<file path="src/rtl/ram_autoconfig_multi.sv">
// rtl/ram_autoconfig_multi.sv - Zorro II autoconfig fast-RAM controller with chained banks
//
// Presents BANKS autoconfig RAM boards at $E80000, one at a time, latches each
// board's base address and decodes CPU cycles to per-bank RAM chip enables with
// a programmable DTACK wait.
//
// Optional feature macro: RAM_AC_SHUTUP_EN (a write to $4C shuts up the active bank).
//
// Ports:
//   CLK          in   CPU clock, all state on rising edge
//   _RESET       in   synchronous active-low reset
//   _AS,_UDS,_LDS,R_W in 68000 bus strobes
//   AH[7:0]      in   A[23:16]
//   AL[5:0]      in   A[6:1], autoconfig register offset
//   D_IN[3:0]    in   D[15:12] for config writes
//   D_OUT[3:0]   out  D[15:12] read nibble (registered)
//   D_OE         out  drive D_OUT onto the bus (registered)
//   _CONFIGIN    in   autoconfig chain in, low = our turn
//   _CONFIGOUT   out  chain out, low = every bank configured or shut up
//   DTACK_REQ    out  request the top level to drive _DTACK low (registered)
//   RAMCE        out  per-bank RAM chip enable, active high
//   CONFIGURED   out  per-bank configured flag
module ram_autoconfig_multi #(
  parameter int          BANKS       = 2,
  parameter logic [2:0]  SIZE_CODE   = 3'b110,
  parameter logic [15:0] MANUF_ID    = 16'h07DB,
  parameter logic [7:0]  PROD_ID     = 8'h11,
  parameter int          WAIT_STATES = 0
) (
  input  logic             CLK,
  input  logic             _RESET,
  input  logic             _AS,
  input  logic             _UDS,
  input  logic             _LDS,
  input  logic             R_W,
  input  logic [7:0]       AH,
  input  logic [5:0]       AL,
  input  logic [3:0]       D_IN,
  output logic [3:0]       D_OUT,
  output logic             D_OE,
  input  logic             _CONFIGIN,
  output logic             _CONFIGOUT,
  output logic             DTACK_REQ,
  output logic [BANKS-1:0] RAMCE,
  output logic [BANKS-1:0] CONFIGURED
);

  typedef enum logic [1:0] {UNCONF = 2'd0, CONF = 2'd1, SHUTUP = 2'd2} bank_state_t;

  localparam logic [5:0] REG_BASE_HI = 6'h24;  // $48
  localparam logic [5:0] REG_BASE_LO = 6'h25;  // $4A
  localparam logic [5:0] REG_SHUTUP  = 6'h26;  // $4C

  // Address bits compared against the base: board size keeps the low bits free.
  localparam logic [7:0] MASK = (SIZE_CODE == 3'b101) ? 8'hF0 :
                                (SIZE_CODE == 3'b111) ? 8'hC0 : 8'hE0;

  bank_state_t st   [BANKS];
  logic [7:0]  base [BANKS];   // base[23:16]
  logic        busy;           // a config write was already taken this bus cycle
  logic        cyc;            // DTACK counting active for this bus cycle
  logic [1:0]  cnt;

  logic        all_done;
  logic [1:0]  cur;
  logic        cfg_hit;
  logic        cfg_wr;
  logic        bank_any;
  logic [7:0]  prod;
  logic [3:0]  rom;

  // Active bank is the lowest index still unconfigured.
  always_comb begin
    cur      = 2'd0;
    all_done = 1'b1;
    for (int i = BANKS - 1; i >= 0; i--) begin
      if (st[i] == UNCONF) begin
        cur      = 2'(i);
        all_done = 1'b0;
      end
    end
  end

  assign _CONFIGOUT = ~all_done;
  assign cfg_hit    = (AH == 8'hE8) & ~_CONFIGIN & _CONFIGOUT & ~_AS;
  assign cfg_wr     = cfg_hit & ~R_W & ~_UDS & ~busy;
  assign prod       = PROD_ID + 8'(cur);

  // Autoconfig nibble ROM; $00/$02 read true, the rest inverted.
  always_comb begin
    case (AL)
      6'h00:   rom = 4'hE;
      6'h01:   rom = {1'b0, SIZE_CODE};
      6'h02:   rom = ~prod[7:4];
      6'h03:   rom = ~prod[3:0];
      6'h04:   rom = ~4'h0;
      6'h08:   rom = ~MANUF_ID[15:12];
      6'h09:   rom = ~MANUF_ID[11:8];
      6'h0A:   rom = ~MANUF_ID[7:4];
      6'h0B:   rom = ~MANUF_ID[3:0];
      default: rom = 4'hF;
    endcase
  end

  // Address decode; with overlapping bases the lowest index takes the cycle.
  always_comb begin
    RAMCE      = '0;
    CONFIGURED = '0;
    bank_any   = 1'b0;
    for (int i = 0; i < BANKS; i++) begin
      CONFIGURED[i] = (st[i] == CONF);
      if ((st[i] == CONF) && (((AH ^ base[i]) & MASK) == 8'h00) && !bank_any) begin
        RAMCE[i] = ~_AS & (~_UDS | ~_LDS);
        bank_any = 1'b1;
      end
    end
  end

  always_ff @(posedge CLK) begin
    if (!_RESET) begin
      for (int i = 0; i < BANKS; i++) begin
        st[i]   <= UNCONF;
        base[i] <= 8'h00;
      end
      busy      <= 1'b0;
      D_OE      <= 1'b0;
      D_OUT     <= 4'h0;
      DTACK_REQ <= 1'b0;
      cyc       <= 1'b0;
      cnt       <= 2'd0;
    end else begin
      if (_AS)
        busy <= 1'b0;
      else if (cfg_hit && !R_W && !_UDS)
        busy <= 1'b1;

      for (int i = 0; i < BANKS; i++) begin
        if (cfg_wr && (2'(i) == cur)) begin
          if (AL == REG_BASE_LO)
            base[i][3:0] <= D_IN;
          if (AL == REG_BASE_HI) begin
            base[i][7:4] <= D_IN;
            st[i]        <= CONF;
          end
`ifdef RAM_AC_SHUTUP_EN
          if (AL == REG_SHUTUP)
            st[i] <= SHUTUP;
`endif
        end
      end

      if (_AS)
        D_OE <= 1'b0;
      else if (cfg_hit && R_W) begin
        D_OE  <= 1'b1;
        D_OUT <= rom;
      end

      // cnt holds the number of edges already seen, so the first edge counts as 0.
      if (_AS) begin
        cyc       <= 1'b0;
        cnt       <= 2'd0;
        DTACK_REQ <= 1'b0;
      end else if (!cyc) begin
        if (cfg_hit || bank_any) begin
          cyc       <= 1'b1;
          cnt       <= 2'd1;
          DTACK_REQ <= (WAIT_STATES == 0);
        end
      end else begin
        if (cnt == 2'(WAIT_STATES))
          DTACK_REQ <= 1'b1;
        if (cnt != 2'd3)
          cnt <= cnt + 2'd1;
      end
    end
  end

endmodule

</file>
<file path="config.mk">
export PLATFORM = sky130hd
export DESIGN_NAME = ram_autoconfig_multi
export DESIGN_NICKNAME = d
export VERILOG_FILES = /design/src/rtl/ram_autoconfig_multi.sv
export SDC_FILE = /design/constraint.sdc
export NUM_CORES = 1
export LEC_CHECK = 0
export CELL_PAD_IN_SITES_DETAIL_PLACEMENT = 0
export CELL_PAD_IN_SITES_GLOBAL_PLACEMENT = 2
export CORE_MARGIN = 2
export CORE_UTILIZATION = 25
export CTS_CLUSTER_DIAMETER = 80
export DETAILED_ROUTE_END_ITERATION = 10
export PLACE_DENSITY = 0.82
export SYNTH_ARGS = -nofsm -noshare
export SYNTH_HDL_FRONTEND = slang
export SYNTH_SLANG_ARGS = --single-unit
</file>
<file path="constraint.sdc">
create_clock -name CLK -period 1.9 [get_ports CLK]
set_input_delay 0.19 -clock CLK [delete_from_list [all_inputs] [get_ports CLK]]
set_output_delay 0.19 -clock CLK [all_outputs]
set_load 0.05 [all_outputs]
</file>
**After elaboration in Yosys (flattened, before gate mapping)**

Memory sizes are Yosys's and may differ from the RTL's.
Index checks and enable logic that the tools add are counted.
W data, S select, Z words.

- Add/subtract/negate cells: 2
- Equality and inequality tests: 15
- Mux-type cells: 38
- Bitwise logic cells: 26
- Reduce and logical (&&, ||, !) cells: 24

Operators with widths:

| operator | number |
|---|---|
| $mux W1 | 30 |
| $pmux W4 S7 | 1 |
| $eq A6 B4 Y1 const B | 3 |
| $logic_not A8 Y1 | 2 |
| $mux W4 | 4 |
| $xor A8 B8 Y8 | 2 |
| $eq A6 B2 Y1 const B | 2 |
| $eq A6 B6 Y1 const B | 2 |
| $eq A8 B8 Y1 const B | 1 |
| $logic_and A1 B1 Y1 | 8 |
| $logic_not A2 Y1 | 4 |
| $not A1 Y1 | 8 |
| $and A1 B1 Y1 | 7 |
| $or A1 B1 Y1 | 7 |
| $add A5 B2 Y6 const A | 1 |
| $eq A6 B1 Y1 const B | 1 |
| $logic_not A6 Y1 | 1 |
| $mux W2 | 3 |
| $reduce_and A2 Y1 | 3 |
| $eq A2 B1 Y1 const B | 2 |
| $ne A2 B1 Y1 const B | 2 |
| $not A2 Y4 | 1 |
| $not A4 Y4 | 1 |
| $logic_not A1 Y1 | 3 |
| other kinds (6) | 6 |

- Register bits after elaboration: 10
- Bits in writable memories: 18
- Input port bits: 25
- Output and inout bits: 11
- Word-level logic and storage cells: 113
- Memories: 2

Memory list:

| memory | words | width | rd ports | clocked after Yosys merged registers in | wr ports | line | text |
|---|---|---|---|---|---|---|---|
| base | 2 | 8 | 2 | 0 | 2 | 59 | `logic [7:0] base [BANKS];` |
| st | 2 | 1 | 2 | 0 | 2 | 58 | `bank_state_t st [BANKS];` |

**Depth between registers and ports, before layout**

Gate-level depths: netlist (run 1).
An unclocked memory read counts as a cell.

- Word-level depth: 15
- Depth in mapped cells: 5
- Depth with buffers taken out: 5

**Worst setup path before layout (run 1)**

Ideal clock, no wire load.

- Path kind: register -> output
- Start: memory st[0][1] (netlist bit)
- End: output port RAMCE[1]
- Arrival time: 2.130 ns
- Data required time: 1.710 ns
- Slack: -0.420 ns
- Cell stages (with the launch flop): 3
- Path buffers: 0
- Cells stage by stage: edfxtp_1 and4_1 nor3b_1

RTL lines:

| what | line | text |
|---|---|---|
| start, declared | 58 |  |
| end, declared | 44 | `output logic [BANKS-1:0] RAMCE,` |

==> flow_summary_export.csv, run 1 <==
group,metric,value,unit
yosys,syn_nets,133,
layout,finalNonFillerCells,202,
power,p_leak,0.6099,nW
sta,fin_crit,1842,ps
placement,hpwl,2.074,mm
hold_path,hold_path_class,"register to register",
clocking,cts.sinks,18,
sta,hold_slack,475.6,ps
die,die_area,4574,um^2
clocking,clockRootBuffer,"clkbuf_8",
layout,post-route-cell-area,1580,um^2
sta,rsz0062_at_grt,"yes",
sta,worst_pin_slew,516.8,ps
yosys,ys_top_cells_by_area,"edfxtp_1 (24%), dfxtp_1 (20%), xnor2_1 (5.2%)",
detailed_routing,postRouteAntennaNets,0,
power,switching_share,22.20,%
yosys,synth_seq_cells,18,
layout,layout.nets,180,
die,chipHeight,67.63,um
die,initial_core_util,25.67,%
clocking,cts_max_level,1,
layout,fin_util,40.08,%
sta,clock_skew,1.804,ps
placement,port_buffers,34,
detailed_routing,drc_errors,0,
power,total_power,0.0008645,W
global_route,grt_usage,11.62,%
worst_setup_path,startpoint_type,"input port",
global_route,grt_pass1_wl,4.098,mm
global_route,grt_pass1_vias,912,
yosys,yosysTopAreaCellShare,23.73,%
detailed_routing,drt_pass1_iterations,4,
worst_setup_path,crit_path_end_kind,"register",
clocking,cts_tree,"built",
placement,placedCellCount,198,
clocking,clock_latency,250,ps
yosys,ys_types,35,
yosys,yosys_warnings,0,
worst_setup_path,critPathArrivalTime,1910,ps
power,p_switching,0.0001919,W
die,row_count,23,
layout,n_fill_cell,393,
power,pwr-share-clk,35.3,%
detailed_routing,vias,940,
global_route,grt-busiest-layer,"met2",
global_route,grt_util_met1,14.72,%
global_route,overflow,0,
die,ios,36,
placement,dpl_cell_area,1514,um^2
power,combPwrFrac,16.6,%
worst_setup_path,path_max_fanout,4,
power,intPower,0.0006727,W
sta,slew_viol_final,0,
yosys,synth-main-ff-cell,"dfxtp_1",
detailed_routing,wl,2.534,mm
sta,slew_headroom,65.44,%
power,power.density,547.1,nW/um^2
die,fp.dieW,67.63,um
yosys,yosysSeqAreaShare,43.51,%
detailed_routing,first_iter_violations,30,
die,core,3943,um^2
layout,drive_gt1_share,17.11,%
run,maxCapViolCount,0,
detailed_routing,wl_per_cell,12.54,um
worst_setup_path,required,1970,ps
outcome,status,"complete, no violations",
clocking,clk_pin_slew,70,ps
sta,setup-violations-final,0,
yosys,synth_top_area_cell,"edfxtp_1",
global_route,met2_usage,20.47,%
yosys,synth-async-reset-ratio,0,%
sta,hold_viol_final,0,
detailed_routing,vias_per_cell,4.653,
sta,period_share,96.96,%
yosys,synth_cells,106,
clocking,ctsLongestPathBuffers,2,
global_route,antenna_found_initial,0,
yosys,synth-edff-count,8,
global_route,grtUsageMet3,1.667,%
sta,max_clock_freq,542.8,MHz
power,pwr-share-seq,48.1,%
placement,gp_congestion,0.7888,
global_route,grt_max_degree,11,
yosys,synth.avg_cell_area,9.549,um^2
yosys,syn_area,1012,um^2
layout,diodes,0,
clocking,numCtsBuffers,3,
worst_setup_path,criticalPathCategory,"input port to register",
layout,area_delta_synth_final,56.12,%
power,ir_drop,0.2952,mV
## cell usage in the layout (no fill, tap or decap), types with 2 or more instances in the layout
master            n
clkdlybuf4s50_1  32
nand2_1          11
nor2_1           11
buf_4            11
dfxtp_1          10
edfxtp_1          8
xnor2_1           6
inv_1             5
nor3_1            5
a21oi_1           4
o211a_1           4
clkbuf_8          4
nand3_1           3
nand2b_1          3
nand4_1           3
o21ai_0           3
o2111ai_1         2
nor3b_2           2
and4_1            2
ha_1              2
buf_12            2
## stage by stage
step / setup TNS [ps] / setup WS (ps)
floorplan: 0 / 28.45
global placement: -2000 / -144.8
detailed placement: -2455 / -166.1
CTS: 0 / 48.24
global route: -9.296 / -8.389
finish: 0 / 57.77
## synth_stat cells (4+ instances only)
cell / instances
nand2_1: 11
nor3_1: 5
dfxtp_1: 10
xnor2_1: 6
a21oi_1: 4
nor2_1: 11
o211a_1: 4
edfxtp_1: 8
inv_1: 5
## routing by layer
metal	wire length [um]	share of wire, %
met1	1118	44
met4	9	0.36
met5	0	0
met3	145	5.7
met2	1260	50
## worst max-delay path, cell delays in order
cell and delay (ps):
clkdlybuf4s50_1 410, or4b_4 570, nor3_4 250, nand3_1 190, nor4_1 290
## sequential cells by signal, indices dropped and copies added (netlist names)
name,cells
D_OUT,4
base,6
DTACK_REQ,1
cnt,2
st,2
busy,1
D_OE,1
cyc,1
## power by group through the flow
stage	combinational, W	clock [W]	sequential, W
final	0.000144	0.000305	0.000416
after global routing	0.000156	0.000325	0.000416
after CTS	0.000144	0.000311	0.000416
after detailed placement	0.000144	0	0.000425
after global placement	0.000142	0	0.000424
after floorplan	0.0000543	0	0.000432
## kinds of logic (layout without fill, tap and decap cells)
family / after synthesis / in the layout / synth area share [%]
compound gates: 19 / 19 / 14.09
xor+xnor: 7 / 7 / 6.057
flops: 18 / 18 / 43.51
buf+inv: 8 / 54 / 2.967
simple gates: 52 / 52 / 30.90
fa+ha+maj: 2 / 2 / 2.472
## worst paths after layout
check / start / end / slack [ps] / cells past startpoint
worst max-delay path: AH[2] / base[1][5] / 60 / 5
worst min-delay path: D_OE / D_OE / 480 / 2
worst max register to register: st[0][1] / base[1][5] / 220 / 4
worst min register to register: D_OE / D_OE / 480 / 2
## area by class of cell
| type | count | area (um^2) | area share (%) |
|---|---|---|---|
| well taps | 50 | 62.56 | 3.959 |
| inverters | 5 | 18.77 | 1.188 |
| repair buffers | 45 | 442.9 | 28.03 |
| clock buffers | 4 | 55.05 | 3.484 |
| multi-input cells | 80 | 560.5 | 35.47 |
| flip-flops and latches | 18 | 440.4 | 27.87 |
## timing repair
item                       4_1_cts  5_1_grt
hold buffers                     0        0
setup buffers                    0        0
resized for setup                0        2
setup endpoints to repair        0        2
No activity file was read; power rests on OpenSTA's default activity.
==> run 2: changes to the inputs <==
--- a/config.mk
+++ b/config.mk
@@ -11,6 +11,7 @@
 export CORE_UTILIZATION = 25
 export CTS_CLUSTER_DIAMETER = 80
 export DETAILED_ROUTE_END_ITERATION = 10
+export GPL_ROUTABILITY_DRIVEN = 0
 export PLACE_DENSITY = 0.82
 export SYNTH_ARGS = -nofsm -noshare
 export SYNTH_HDL_FRONTEND = slang
==> constraint.sdc (replaced) <==
create_clock -name CLK -period 1.9 [get_ports CLK]
set_input_delay 0.57 -clock CLK [delete_from_list [all_inputs] [get_ports CLK]]
set_output_delay 0.57 -clock CLK [all_outputs]
set_load 0.05 [all_outputs]
==> flow_summary_export.csv, run 2 (same netlist as run 1, synthesis figures left out) <==
group,metric,value,unit
outcome,status,"finished with violations",
outcome,violations,"negative setup slack",
layout,largestRegisters,"base (6), D_OUT (4)",
placement,hpwl,2.169,mm
worst_setup_path,path_max_fanout,3,
sta,setup_slack,-88.15,ps
sta,period_share,104.6,%
layout,mostFrequentLayoutCells,"buf_4 (25), clkdlybuf4s50_1 (12), nor2_1 (11)",
sta,setup-violations-final,6,
clocking,ctsLongestPathBuffers,2,
detailed_routing,vias_per_cell,4.709,
layout,largest_register_ffs,6,
sta,hold_viol_final,0,
global_route,grt_pass1_wl,4.326,mm
hold_path,hold_path_class,"register to register",
layout,n_fill_cell,368,
global_route,grt_max_degree,11,
detailed_routing,wl,2.710,mm
global_route,grt_usage,12.69,%
global_route,antenna_found_initial,0,
die,core,3943,um^2
layout,final_common_cell,"buf_4",
clocking,cts.sinks,18,
clocking,cts_tree,"built",
run,maxCapViolCount,0,
detailed_routing,postRouteAntennaNets,0,
clocking,clk_pin_slew,70,ps
power,total_power,0.0008577,W
die,ios,36,
layout,drive_gt1_share,40.49,%
sta,max_clock_freq,503.0,MHz
detailed_routing,drt_pass1_iterations,4,
detailed_routing,vias,1003,
power,ir_drop,0.2476,mV
sta,worst_pin_slew,430.7,ps
detailed_routing,first_iter_violations,41,
clocking,cts_max_level,1,
clocking,clock_latency,250,ps
worst_setup_path,required,1330,ps
power,power.density,487.9,nW/um^2
placement,dpl_cell_area,1607,um^2
layout,top_register,"base",
worst_setup_path,critPathArrivalTime,1420,ps
placement,port_buffers,34,
die,fp.dieW,67.63,um
die,row_count,23,
worst_setup_path,startpoint_type,"input port",
die,chipHeight,67.63,um
layout,layout.nets,191,
global_route,overflow,0,
sta,slew_headroom,71.29,%
sta,fin_crit,1988,ps
layout,diodes,0,
detailed_routing,wl_per_cell,12.72,um
detailed_routing,drc_errors,0,
die,initial_core_util,25.67,%
worst_setup_path,criticalPathCategory,"input port to output port",
sta,slew_viol_final,0,
sta,clock_skew,3.863,ps
clocking,clockRootBuffer,"clkbuf_8",
layout,post-route-cell-area,1758,um^2
power,p_leak,0.7219,nW
worst_setup_path,crit_path_end_kind,"output port",
sta,rsz0062_at_grt,"yes",
clocking,hold_buffers,0,
global_route,grt_pass1_vias,989,
layout,area_delta_synth_final,73.67,%
die,die_area,4574,um^2
clocking,numCtsBuffers,3,
run 2: cell count changes in the layout (fill, tap and decap cells not counted), moves of 3 or more:
cell | before | now
clkdlybuf4s50_1 | 32 | 12
buf_2 | 0 | 3
xnor2_1 | 6 | 3
buf_12 | 2 | 5
buf_6 | 0 | 6
xnor2_2 | 0 | 3
buf_4 | 11 | 25
run 2: power breakdown:
part / switching (W) / internal, W / leakage, nW
logic: 0.0000772 / 0.0000915 / 0.536
registers: 0.00000565 / 0.000411 / 0.163
clock network: 0.000129 / 0.000144 / 0.0231
run 2: cell type report:
class	count	area (um^2)	share of cell area, %
Tap cell	50	62.56	3.559
Timing Repair Buffer	56	528.0	30.04
Clock inverter	1	3.754	0.2135
Inverter	5	18.77	1.068
Multi-Input combinational cell	80	663.1	37.72
Sequential cell	18	440.4	25.05
Clock buffer	3	41.29	2.349
run 2: per-layer routing:
layer	track usage (%)	wire length, um	up-vias
met5	0	0	-
met4	3.061	31	0
met3	3.167	113	2
met2	22.92	1480	20
met1	14.90	1085	473
li1	-	-	508
run 2: worst max-delay path, stage by stage:
cell     delay, ps
buf_6          100
xnor2_1        140
and4_1         220
nor3b_4        220
buf_12         160
run 2: worst paths after layout:
| kind | start | endpoint | slack [ps] | cells past startpoint |
|---|---|---|---|---|
| max | AH[5] | RAMCE[1] | -90 | 5 |
| min reg2reg | D_OE | D_OE | 480 | 2 |
| min | D_OE | D_OE | 480 | 2 |
| max reg2reg | st[0][1] | base[1][5] | 140 | 5 |
run 2: stage by stage:
| stage | setup TNS [ps] | worst slack [ps] | utilization [%] | hold slack, ps | cells |
|---|---|---|---|---|---|
| final | -345.6 | -88.15 | 44.59 | 480.3 | 213 |
| after global routing | -740.2 | -163.3 | 44.59 | 513.2 | 213 |
| after CTS | -277.5 | -82.29 | 43.07 | 489.4 | 212 |
| after detailed placement | -13330 | -612.1 | 40.75 | 472.1 | 204 |
| after global placement | -12650 | -541.3 | 40.75 | 465.8 | 204 |
| after floorplan | -579.0 | -139.8 | - | 437.7 | 106 |
run 2: repair_timing:
item                       in CTS  in global routing
setup endpoints to repair      28                 21
setup buffers                   4                  1
pin swaps                      18                 13
resized for setup              41                 13
gates cloned                    0                  0
